### config.mk
export PLATFORM = sky130hd
export DESIGN_NAME = adder_op_sequencer
export DESIGN_NICKNAME = d
export VERILOG_FILES = /design/src/rtl/adder_seq_pkg.sv /design/src/rtl/adder_seq_limb_pipe.sv /design/src/rtl/adder_op_sequencer.sv
export SDC_FILE = /design/constraint.sdc
export NUM_CORES = 1
export LEC_CHECK = 0
export ABC_AREA = 0
export BUFFER_PORTS_ARGS = -buffer_cell sky130_fd_sc_hd__buf_2
export CORE_AREA = 2 2 132 134
export DETAILED_ROUTE_END_ITERATION = 8
export DIE_AREA = 0 0 134 136
export MAX_ROUTING_LAYER = met4
export PLACE_DENSITY_LB_ADDON = 0.05
export SLEW_MARGIN = 0
export SYNTH_ARGS = -nofsm -noshare
export SYNTH_HDL_FRONTEND = slang
export SYNTH_HIERARCHICAL = 1
export SYNTH_SLANG_ARGS = --single-unit
### constraint.sdc
create_clock -name r_clk -period 3.1 [get_ports r_clk]
set_input_delay 0.155 -clock r_clk [delete_from_list [all_inputs] [get_ports r_clk]]
set_output_delay 0.155 -clock r_clk [all_outputs]
set_load 0.05 [all_outputs]
### src/rtl/adder_seq_pkg.sv
`default_nettype none
// ============================================================================
// Package : adder_seq_pkg
// Brief   : Shared state encoding, control-word layout and defaults for the
//           adder operation sequencer.
// Rev     : 1.0 - initial release
// ============================================================================
package adder_seq_pkg;

  localparam int c_def_data_width   = 64;
  localparam int c_def_addr_width   = 9;
  localparam int c_def_ctrl_width   = 8;
  localparam int c_def_id           = 3;
  localparam int c_def_drain_cycles = 10;
  localparam int c_def_timeout      = 2048;

  // Control word 1 carries the add/sub flag in its MSB, unit ID below it.
  localparam int c_ctrl_oper_bits = 1;

  typedef enum logic [2:0] {
    ST_IDLE     = 3'd0,
    ST_CTRL_1   = 3'd1,
    ST_CTRL_2   = 3'd2,
    ST_CTRL_3   = 3'd3,
    ST_FEED     = 3'd4,
    ST_WAIT_RES = 3'd5,
    ST_DRAIN    = 3'd6,
    ST_DONE     = 3'd7
  } state_e;

endpackage
`default_nettype wire

### src/rtl/adder_seq_limb_pipe.sv
`default_nettype none
// ============================================================================
// Module : adder_seq_limb_pipe
// Brief  : Two-stage read pipeline: tags each limb read, zero-masks operands
//          past their length and registers the limb onto the adder data bus.
// Rev    : 1.0 - initial release
// ============================================================================
module adder_seq_limb_pipe
  import adder_seq_pkg::*;
#(
  parameter int DATA_WIDTH = c_def_data_width,
  parameter int ADDR_WIDTH = c_def_addr_width
) (
  input  logic                  r_clk,
  input  logic                  r_rst,
  input  logic                  i_rd_en,
  input  logic [ADDR_WIDTH-1:0] i_rd_idx,
  input  logic [ADDR_WIDTH-1:0] i_len_a,
  input  logic [ADDR_WIDTH-1:0] i_len_b,
  input  logic                  i_last,
  input  logic [DATA_WIDTH-1:0] i_rd_data_a,
  input  logic [DATA_WIDTH-1:0] i_rd_data_b,
  output logic [DATA_WIDTH-1:0] o_data_a,
  output logic [DATA_WIDTH-1:0] o_data_b,
  output logic                  o_last,
  output logic                  o_wr_en
);

  logic                  s1_vld_q, s1_vld_d;
  logic                  s1_last_q, s1_last_d;
  logic                  s1_zero_a_q, s1_zero_a_d;
  logic                  s1_zero_b_q, s1_zero_b_d;
  logic [DATA_WIDTH-1:0] data_a_q, data_a_d;
  logic [DATA_WIDTH-1:0] data_b_q, data_b_d;
  logic                  last_q, last_d;
  logic                  wr_en_q, wr_en_d;

  always_comb begin
    s1_vld_d    = i_rd_en;
    s1_last_d   = i_rd_en & i_last;
    s1_zero_a_d = i_rd_en & (i_rd_idx > i_len_a);
    s1_zero_b_d = i_rd_en & (i_rd_idx > i_len_b);
    // Memory data is valid in the cycle after the read, alongside stage 1.
    data_a_d    = (s1_vld_q & ~s1_zero_a_q) ? i_rd_data_a : '0;
    data_b_d    = (s1_vld_q & ~s1_zero_b_q) ? i_rd_data_b : '0;
    last_d      = s1_vld_q & s1_last_q;
    wr_en_d     = s1_vld_q;
  end

  always_ff @(posedge r_clk) begin
    if (r_rst) begin
      s1_vld_q    <= 1'b0;
      s1_last_q   <= 1'b0;
      s1_zero_a_q <= 1'b0;
      s1_zero_b_q <= 1'b0;
      data_a_q    <= '0;
      data_b_q    <= '0;
      last_q      <= 1'b0;
      wr_en_q     <= 1'b0;
    end else begin
      s1_vld_q    <= s1_vld_d;
      s1_last_q   <= s1_last_d;
      s1_zero_a_q <= s1_zero_a_d;
      s1_zero_b_q <= s1_zero_b_d;
      data_a_q    <= data_a_d;
      data_b_q    <= data_b_d;
      last_q      <= last_d;
      wr_en_q     <= wr_en_d;
    end
  end

  assign o_data_a = data_a_q;
  assign o_data_b = data_b_q;
  assign o_last   = last_q;
  assign o_wr_en  = wr_en_q;

endmodule
`default_nettype wire

### src/rtl/adder_op_sequencer.sv
`default_nettype none
// ============================================================================
// Module : adder_op_sequencer
// Brief  : Runs one add/sub command: three control words, a gapless limb feed,
//          then waits for the adder's last result, drains and reports done.
// Rev    : 1.0 - initial release
// ============================================================================
module adder_op_sequencer
  import adder_seq_pkg::*;
#(
  parameter int G_DATA_WIDTH   = c_def_data_width,
  parameter int G_ADDR_WIDTH   = c_def_addr_width,
  parameter int G_CTRL_WIDTH   = c_def_ctrl_width,
  parameter int G_ID           = c_def_id,
  parameter int G_DRAIN_CYCLES = c_def_drain_cycles,
  parameter int G_TIMEOUT      = c_def_timeout
) (
  input  logic                    r_clk,
  input  logic                    r_rst,
  input  logic                    pi_cmd_valid,
  output logic                    po_cmd_ready,
  input  logic                    pi_cmd_oper,
  input  logic [G_CTRL_WIDTH-1:0] pi_cmd_src_a,
  input  logic [G_CTRL_WIDTH-1:0] pi_cmd_src_b,
  input  logic [G_ADDR_WIDTH-1:0] pi_cmd_len_a,
  input  logic [G_ADDR_WIDTH-1:0] pi_cmd_len_b,
  output logic                    po_rd_en,
  output logic [G_ADDR_WIDTH-1:0] po_rd_addr,
  input  logic [G_DATA_WIDTH-1:0] pi_rd_data_a,
  input  logic [G_DATA_WIDTH-1:0] pi_rd_data_b,
  output logic [G_CTRL_WIDTH-1:0] po_ctrl_ch_A,
  output logic [G_CTRL_WIDTH-1:0] po_ctrl_ch_B,
  output logic                    po_ctrl_valid_n,
  output logic [G_DATA_WIDTH-1:0] po_data_A,
  output logic [G_DATA_WIDTH-1:0] po_data_B,
  output logic                    po_data_last,
  output logic                    po_data_wr_en,
  input  logic                    pi_res_wr_en,
  input  logic                    pi_res_last,
  output logic                    po_busy,
  output logic                    po_done,
  output logic                    po_err,
  output logic [G_ADDR_WIDTH:0]   po_res_limbs
);

  localparam int c_tmr_max = (G_TIMEOUT > G_DRAIN_CYCLES) ? G_TIMEOUT : G_DRAIN_CYCLES;
  localparam int c_tmr_w   = $clog2(c_tmr_max + 1);
  localparam logic [G_CTRL_WIDTH-1:0] c_id_word = G_CTRL_WIDTH'(G_ID);

  state_e                  state_q, state_d;
  logic                    cmd_ready_q, cmd_ready_d;
  logic                    oper_q, oper_d;
  logic [G_CTRL_WIDTH-1:0] src_a_q, src_a_d;
  logic [G_CTRL_WIDTH-1:0] src_b_q, src_b_d;
  logic [G_ADDR_WIDTH-1:0] len_a_q, len_a_d;
  logic [G_ADDR_WIDTH-1:0] len_b_q, len_b_d;
  logic [G_ADDR_WIDTH-1:0] max_len_q, max_len_d;
  logic [G_ADDR_WIDTH-1:0] feed_cnt_q, feed_cnt_d;
  logic [c_tmr_w-1:0]      tmr_q, tmr_d;
  logic [G_ADDR_WIDTH:0]   res_limbs_q, res_limbs_d;
  logic                    res_seen_q, res_seen_d;
  logic                    err_q, err_d;

  logic w_accept;
  logic w_res_last;
  logic w_feed;
  logic w_feed_last;

  assign w_accept    = (state_q == ST_IDLE) & cmd_ready_q & pi_cmd_valid;
  assign w_res_last  = pi_res_wr_en & pi_res_last;
  assign w_feed      = (state_q == ST_FEED);
  assign w_feed_last = (feed_cnt_q == max_len_q);

  always_comb begin
    state_d     = state_q;
    oper_d      = oper_q;
    src_a_d     = src_a_q;
    src_b_d     = src_b_q;
    len_a_d     = len_a_q;
    len_b_d     = len_b_q;
    max_len_d   = max_len_q;
    feed_cnt_d  = feed_cnt_q;
    res_seen_d  = res_seen_q;
    err_d       = err_q;
    res_limbs_d = pi_res_wr_en ? res_limbs_q + (G_ADDR_WIDTH+1)'(1) : res_limbs_q;

    case (state_q)
      ST_IDLE: begin
        if (w_accept) begin
          state_d     = ST_CTRL_1;
          oper_d      = pi_cmd_oper;
          src_a_d     = pi_cmd_src_a;
          src_b_d     = pi_cmd_src_b;
          len_a_d     = pi_cmd_len_a;
          len_b_d     = pi_cmd_len_b;
          max_len_d   = (pi_cmd_len_a > pi_cmd_len_b) ? pi_cmd_len_a : pi_cmd_len_b;
          feed_cnt_d  = '0;
          res_limbs_d = '0;
          res_seen_d  = 1'b0;
          err_d       = 1'b0;
        end
      end
      ST_CTRL_1: state_d = ST_CTRL_2;
      ST_CTRL_2: state_d = ST_CTRL_3;
      ST_CTRL_3: state_d = ST_FEED;
      ST_FEED: begin
        // An adder that finishes before the feed ends skips WAIT_RES entirely.
        if (w_res_last) res_seen_d = 1'b1;
        if (w_feed_last) begin
          state_d = (res_seen_q | w_res_last) ? ST_DRAIN : ST_WAIT_RES;
        end else begin
          feed_cnt_d = feed_cnt_q + G_ADDR_WIDTH'(1);
        end
      end
      ST_WAIT_RES: begin
        if (w_res_last) begin
          state_d = ST_DRAIN;
        end else if (tmr_q == c_tmr_w'(G_TIMEOUT - 1)) begin
          state_d = ST_DONE;
          err_d   = 1'b1;
        end
      end
      ST_DRAIN: begin
        if (tmr_q == c_tmr_w'(G_DRAIN_CYCLES - 1)) state_d = ST_DONE;
      end
      ST_DONE:  state_d = ST_IDLE;
      default:  state_d = ST_IDLE;
    endcase

    // One timer serves WAIT_RES and DRAIN; it restarts on every state change.
    if (state_d != state_q) begin
      tmr_d = '0;
    end else if ((state_q == ST_WAIT_RES) || (state_q == ST_DRAIN)) begin
      tmr_d = tmr_q + c_tmr_w'(1);
    end else begin
      tmr_d = tmr_q;
    end

    cmd_ready_d = (state_d == ST_IDLE);
  end

  always_ff @(posedge r_clk) begin
    if (r_rst) begin
      state_q     <= ST_IDLE;
      cmd_ready_q <= 1'b0;
      oper_q      <= 1'b0;
      src_a_q     <= '0;
      src_b_q     <= '0;
      len_a_q     <= '0;
      len_b_q     <= '0;
      max_len_q   <= '0;
      feed_cnt_q  <= '0;
      tmr_q       <= '0;
      res_limbs_q <= '0;
      res_seen_q  <= 1'b0;
      err_q       <= 1'b0;
    end else begin
      state_q     <= state_d;
      cmd_ready_q <= cmd_ready_d;
      oper_q      <= oper_d;
      src_a_q     <= src_a_d;
      src_b_q     <= src_b_d;
      len_a_q     <= len_a_d;
      len_b_q     <= len_b_d;
      max_len_q   <= max_len_d;
      feed_cnt_q  <= feed_cnt_d;
      tmr_q       <= tmr_d;
      res_limbs_q <= res_limbs_d;
      res_seen_q  <= res_seen_d;
      err_q       <= err_d;
    end
  end

  always_comb begin
    po_ctrl_valid_n = 1'b1;
    po_ctrl_ch_A    = '0;
    po_ctrl_ch_B    = '0;
    case (state_q)
      ST_CTRL_1: begin
        po_ctrl_valid_n = 1'b0;
        po_ctrl_ch_A    = {oper_q, c_id_word[G_CTRL_WIDTH-c_ctrl_oper_bits-1:0]};
        po_ctrl_ch_B    = c_id_word;
      end
      ST_CTRL_2: begin
        po_ctrl_ch_A = src_a_q;
        po_ctrl_ch_B = src_b_q;
      end
      default: ;
    endcase
  end

  assign po_rd_en     = w_feed;
  assign po_rd_addr   = w_feed ? feed_cnt_q : '0;
  assign po_cmd_ready = cmd_ready_q;
  assign po_busy      = (state_q != ST_IDLE);
  assign po_done      = (state_q == ST_DONE);
  assign po_err       = err_q;
  assign po_res_limbs = res_limbs_q;

  adder_seq_limb_pipe #(
    .DATA_WIDTH (G_DATA_WIDTH),
    .ADDR_WIDTH (G_ADDR_WIDTH)
  ) u_limb_pipe (
    .r_clk       (r_clk),
    .r_rst       (r_rst),
    .i_rd_en     (w_feed),
    .i_rd_idx    (feed_cnt_q),
    .i_len_a     (len_a_q),
    .i_len_b     (len_b_q),
    .i_last      (w_feed_last),
    .i_rd_data_a (pi_rd_data_a),
    .i_rd_data_b (pi_rd_data_b),
    .o_data_a    (po_data_A),
    .o_data_b    (po_data_B),
    .o_last      (po_data_last),
    .o_wr_en     (po_data_wr_en)
  );

endmodule
`default_nettype wire

; Word level (Yosys, flattened, before mapping)
; Cells that the tools add are included.
[op_classes]
add_sub_neg = 3
n_mul = 0
div = 0
n_lt_le_gt_ge = 3
eq_ne = 16
shifts = 0
mux = 24
n_bitwise = 14
reduce_logical = 13
[ops]
columns = op, n
row1 = $mux 9, 4
row2 = $pmux 8 s2, 2
row3 = $mux 10, 3
row4 = $gt 9x9->1, 3
row5 = $pmux 3 s8, 1
row6 = $pmux 9 s2, 1
row7 = $mux 3, 5
row8 = $add 12x1->12 const B, 1
row9 = $eq 12x11->1 const B, 1
row10 = $eq 12x4->1 const B, 1
row11 = $eq 3x3->1 const B, 4
row12 = $add 10x1->10 const B, 1
row13 = $ne 2x2->1 const B, 5
row14 = $add 9x1->9 const B, 1
row15 = $and 1x1->1, 9
row16 = $eq 9x9->1, 1
row17 = $eq 3x2->1 const B, 2
row18 = $logic_not 3->1, 2
row19 = $reduce_and 3->1, 2
row20 = $reduce_or 2->1, 3
row21 = $mux 1, 5
row22 = $not 1->1, 4
row23 = $pmux 1 s2, 2
row24 = $reduce_and 4->1, 1
row25 = other kinds (8), 9
[word_totals]
register_bits = 215
latch_bits = 0
mem_bits_rw = 0
romBits = 0
input_bits = 168
output_inout_bits = 171
memories = 0

; Longest topological paths before layout
[depth]
word_depth = 7
mapped_depth = 8
depth_no_buf = 7

; Hierarchy
; Netlist, hierarchy kept.
[by_module_without_submodules]
columns = module, instances, cells_per_inst, area_each_um2, seq_area_each_um2
row1 = adder_seq_limb_pipe, 1, 345, 4087.7, 2682.6
row2 = adder_op_sequencer, 1, 495, 4055.1, 1621.6

; Least setup slack after synthesis
; OpenSTA, ideal clock, no wires.
[synth_path]
kind = register to output
startpoint = register state_q[1]
endpoint = output port po_rd_addr[0]
arrival_ns = 1.863
t_required_ns = 2.945
slack_ns = 1.082
path_stages_with_launch = 5
cell_sequence = dfxtp_1 -> buf_4 -> nor3b_4 -> clkbuf_1 -> and2_1
[synth_via]
elab_chain_len = 2
[synth_lines]
columns = element, line
row1 = "start, declared", adder_op_sequencer.sv:50  ; state_e state_q, state_d;
row2 = "start signal, assigned", adder_op_sequencer.sv:158  ; state_q <= state_d;
row3 = $eq 3x3->1, adder_op_sequencer.sv:71  ; assign w_feed = (state_q == ST_FEED);
row4 = via po_rd_en, adder_op_sequencer.sv:27  ; output logic po_rd_en,
row5 = $mux 9, adder_op_sequencer.sv:193  ; assign po_rd_addr = w_feed ? feed_cnt_q : '0;
row6 = "end, declared", adder_op_sequencer.sv:28  ; output logic [G_ADDR_WIDTH-1:0] po_rd_addr,
; The timed path passes the listed nets, and every way through them passes these cells.

; Final worst setup path
[layout_path]
startpoint = register feed_cnt_q[4]
endpoint = register feed_cnt_q[6]
[layout_via]
elab_chain_len = 3
elab_cells_between_ends = 6
[layout_lines]
columns = element, line
row1 = "start, declared", adder_op_sequencer.sv:58  ; logic [G_ADDR_WIDTH-1:0] feed_cnt_q, feed_cnt_d;
row2 = "start signal, assigned", adder_op_sequencer.sv:166  ; feed_cnt_q <= feed_cnt_d;
row3 = $add 9x1->9 or $eq 9x9->1 (tied branches), "adder_op_sequencer.sv:112, adder_op_sequencer.sv:72"
row4 = $mux 9 or $ne 2x2->1 (tied branches), --
row5 = $pmux 9 s2 or $reduce_and 3->1 (tied branches), --
; Parallel ways exist; a longest one is shown, timed or not. The select of a mux whose other input is x is not followed.
; A chain may end at the register's enable or synchronous reset.

==> impl_metrics.ini <==
[run_status]
status = finished clean

[clock_network]
h-tree-depth = 1
cts_buffers = 23
cts_tree = yes
clk_pin_slew_ns = 0.06
post_cts_buffers = 0
ctsLongestPathBuffers = 3
cts-root-buf = clkbuf_16
clock_sinks = 215
post_cts_resized = 0
insertion_delay_ns = 0.50
holdBufCountCts = 165

[worst_hold_path]
hp-start = pi_res_last
whs_path_depth = 4
hold_path.class = in -> reg
min_to = res_seen_q$_SDFFE_PP0P_

[sta]
rsz0062_at_grt = no
setup_viol_count_final = 0
final-max-slew-violation-count = 0
tightest_slew_ns = 0.9961
max_freq_mhz = 432.5
fin_crit_sh_pct = 74.59
layout_min_cycle_time_ns = 2.312
finalHoldViolCount = 0
skew_ns = 0.008342
slew_headroom_pct = 33.19
tns_ns = 0

[synth]
synth_edf_count = 0
netlist_instances = 840
synth_area_per_cell_sq_um = 9.694
synthMostInstantiatedCell = dfxtp_1
synth_top_area_share_pct = 52.86
synth_area_leaders = dfxtp_1 (53%), and2_1 (12%), ha_1 (4.8%)
synth_area_sq_um = 8143
seq_area_frac_synth_pct = 52.86
synthTopCellsByCount = dfxtp_1 (215), and2_1 (154), nand2_1 (102)
synth_seq_cells = 215
yosys_warnings = 6
synthDistinctLibCells = 60
synth-async-reset-ratio_pct = 0
synth_nets = 1039
synth_top_cell_by_area = dfxtp_1
synth_ff_type = dfxtp_1

[final_layout]
multiInputGateArea_sq_um = 3505
drive_above_1_share_pct = 29.93
final_util_pct = 73.61
area_growth_pct = 52.57
fillers = 1220
finalInstanceArea_sq_um = 12420
final_nets = 1538
seqCellArea_sq_um = 4304

[floorplanning]
core_area_sq_um = 16880
die_y_um = 136
start_util_pct = 48.25
row_count = 48
die_x_um = 134
die_area_sq_um = 18220
ioPinCount = 339

[setup_path]
r2r_end = feed_cnt_q[6]$_SDFFE_PP0P_
crit_arrival_ns = 2.70
timing.critical_path.buf_inv = 0
slowest_stage = o31ai_2
worstSetupPathType = reg -> reg
start_kind = register
path_cells = xnor2_1 -> nand2_1 -> o31ai_2 -> a211oi_1 -> mux2_2
crit_fanout = 15
reg2reg_depth = 5
reg2reg_from = feed_cnt_q[4]$_SDFFE_PP0P_
end_kind = register
cp_slowest_stage_delay_ns = 0.86
crit_required_ns = 3.48
cpLargestDelayFamily = compound AO/OA/AOI/OAI gates
r2r_slack_ns = 0.79

[global_route]
grt_pass1_wl_um = 40190
grt_most_used_layer = met2
grt_overflow_total = 0
use_met3_pct = 6.339
grt_max_degree = 65
grt_pass1_vias = 7467
grt_use_total_pct = 28.55
met1_usage_pct = 31.98
met2_usage_pct = 49.52
antenna_found_initial = 0

[route]
dr.pass1.iters = 5
vias = 7574
vias_per_cell = 4.797
wirelength_um = 26410
wl_per_cell_um = 16.73
drtIter0Drc = 358
final_antenna_net_count = 0
route.detailed.drc = 0

[pwr]
leakagePower_nw = 5.873
vdd_drop_max_mv = 0.8335
power.density_nw_per_um2 = 597.4

[place]
place_hpwl_um = 17110
placed_cell_area_sq_um = 10010
io_buffers = 338
gp_congestion = 0.8534

[job]
max_cap_viol_count = 0
==> how the worst max path moves through the flow <==
stage / start / end / slack, ns / cells after the start
6_report: feed_cnt_q[4]$_SDFFE_PP0P_ / feed_cnt_q[6]$_SDFFE_PP0P_ / 0.79 / 5
5_1_grt: feed_cnt_q[4]$_SDFFE_PP0P_ / feed_cnt_q[6]$_SDFFE_PP0P_ / 0.63 / 5
4_1_cts: feed_cnt_q[4]$_SDFFE_PP0P_ / feed_cnt_q[6]$_SDFFE_PP0P_ / 0.80 / 5
3_5_place_dp: feed_cnt_q[4]$_SDFFE_PP0P_ / feed_cnt_q[6]$_SDFFE_PP0P_ / 0.83 / 5
3_3_place_gp: feed_cnt_q[4]$_SDFFE_PP0P_ / feed_cnt_q[6]$_SDFFE_PP0P_ / 0.86 / 5
2_1_floorplan: state_q[1]$_SDFF_PP0_ / po_rd_addr[0] / 1.08 / 4
==> report_power, final <==
part / total [mW] / internal [mW] / switching [mW]
logic: 1.61 / 0.606 / 1.00
registers: 3.03 / 2.90 / 0.132
clock network: 2.79 / 1.72 / 1.07
total: 7.42 / 5.22 / 2.20
==> through the flow <==
stage | setup slack [ns] | hold slack (ns) | power (mW) | instances
4_1_cts | 0.7985 | 0.1168 | 7.448 | 1578
2_1_floorplan | 1.082 | 0.2767 | 4.146 | 840
3_5_place_dp | 0.8294 | 0.3567 | 4.513 | 1374
6_report | 0.7876 | 0.1270 | 7.422 | 1579
5_1_grt | 0.6273 | 0.1880 | 7.736 | 1578
3_3_place_gp | 0.8646 | 0.3539 | 4.501 | 1374
==> kinds of logic (layout without fill, tap and decap cells) <==
family                     after synthesis  after routing  share of synthesized area (%)
other                                    0              1                              0
xor gates and xnor gates                31             31                          3.565
buffers and inverters                   80            593                          4.271
AOI/OAI and AO/OA                       99             99                          8.451
and+or+nand+nor                        371            371                          24.48
muxes                                   13             13                          1.613
DFF                                    215            215                          52.86
adders and majority gates               31             31                          4.763
==> worst reg2reg max path: cells and delay by family (launching register included) <==
| family | cells | cell delay, ns |
|---|---|---|
| xor+xnor | 1 | 0.18 |
| mux | 1 | 0.31 |
| flops | 1 | 0.56 |
| simple gates | 1 | 0.10 |
| compound gates | 2 | 1.05 |
==> placed cells by master (no fill, tap or decap), types with 3 or more instances in the layout <==
master / n
nor3b_1: 7
inv_1: 39
and2_1: 154
buf_2: 338
buf_4: 11
xor2_1: 8
dlygate4sd3_1: 165
bufinv_16: 4
dfxtp_1: 215
nand3_1: 19
and3_1: 7
mux2i_1: 12
clkbuf_1: 8
nor4_1: 3
clkbuf_16: 23
ha_1: 31
a211oi_1: 15
nor2_1: 43
o21ai_0: 8
nand2b_1: 3
clkinv_2: 3
nand4_1: 12
o2111ai_1: 4
xnor2_1: 22
nor3_1: 4
a21oi_1: 44
a2111o_1: 5
nand2_1: 102
==> sequential cells by signal, indices dropped and copies added, names as in the netlist, 3 cells and up <==
| register | cells |
|---|---|
| po_res_limbs | 10 |
| len_b_q | 9 |
| u_limb_pipe/o_data_a | 64 |
| state_q | 3 |
| u_limb_pipe/o_data_b | 64 |
| len_a_q | 9 |
| src_a_q | 8 |
| max_len_q | 9 |
| tmr_q | 12 |
| src_b_q | 8 |
| feed_cnt_q | 9 |
==> final cells by class <==
cell class	instances	share of cell area, %
Antenna cell	1	0.02014
Clock buffer	32	4.985
Clock inverter	7	1.088
Inverter	40	1.209
Multi-Input combinational cell	545	28.21
Sequential cell	215	34.65
Tap cell	225	2.266
Timing Repair Buffer	514	27.58
==> per-layer routing <==
metal  part of all wire [%]  vias up  routed length (um)
li1                       -     3762                   -
met2                     50      278               13190
met5                      0        -                   0
met4                    4.3        0                1142
met3                    6.7       73                1764
met1                     39     3461               10310
No activity file was read; power rests on OpenSTA's default activity.
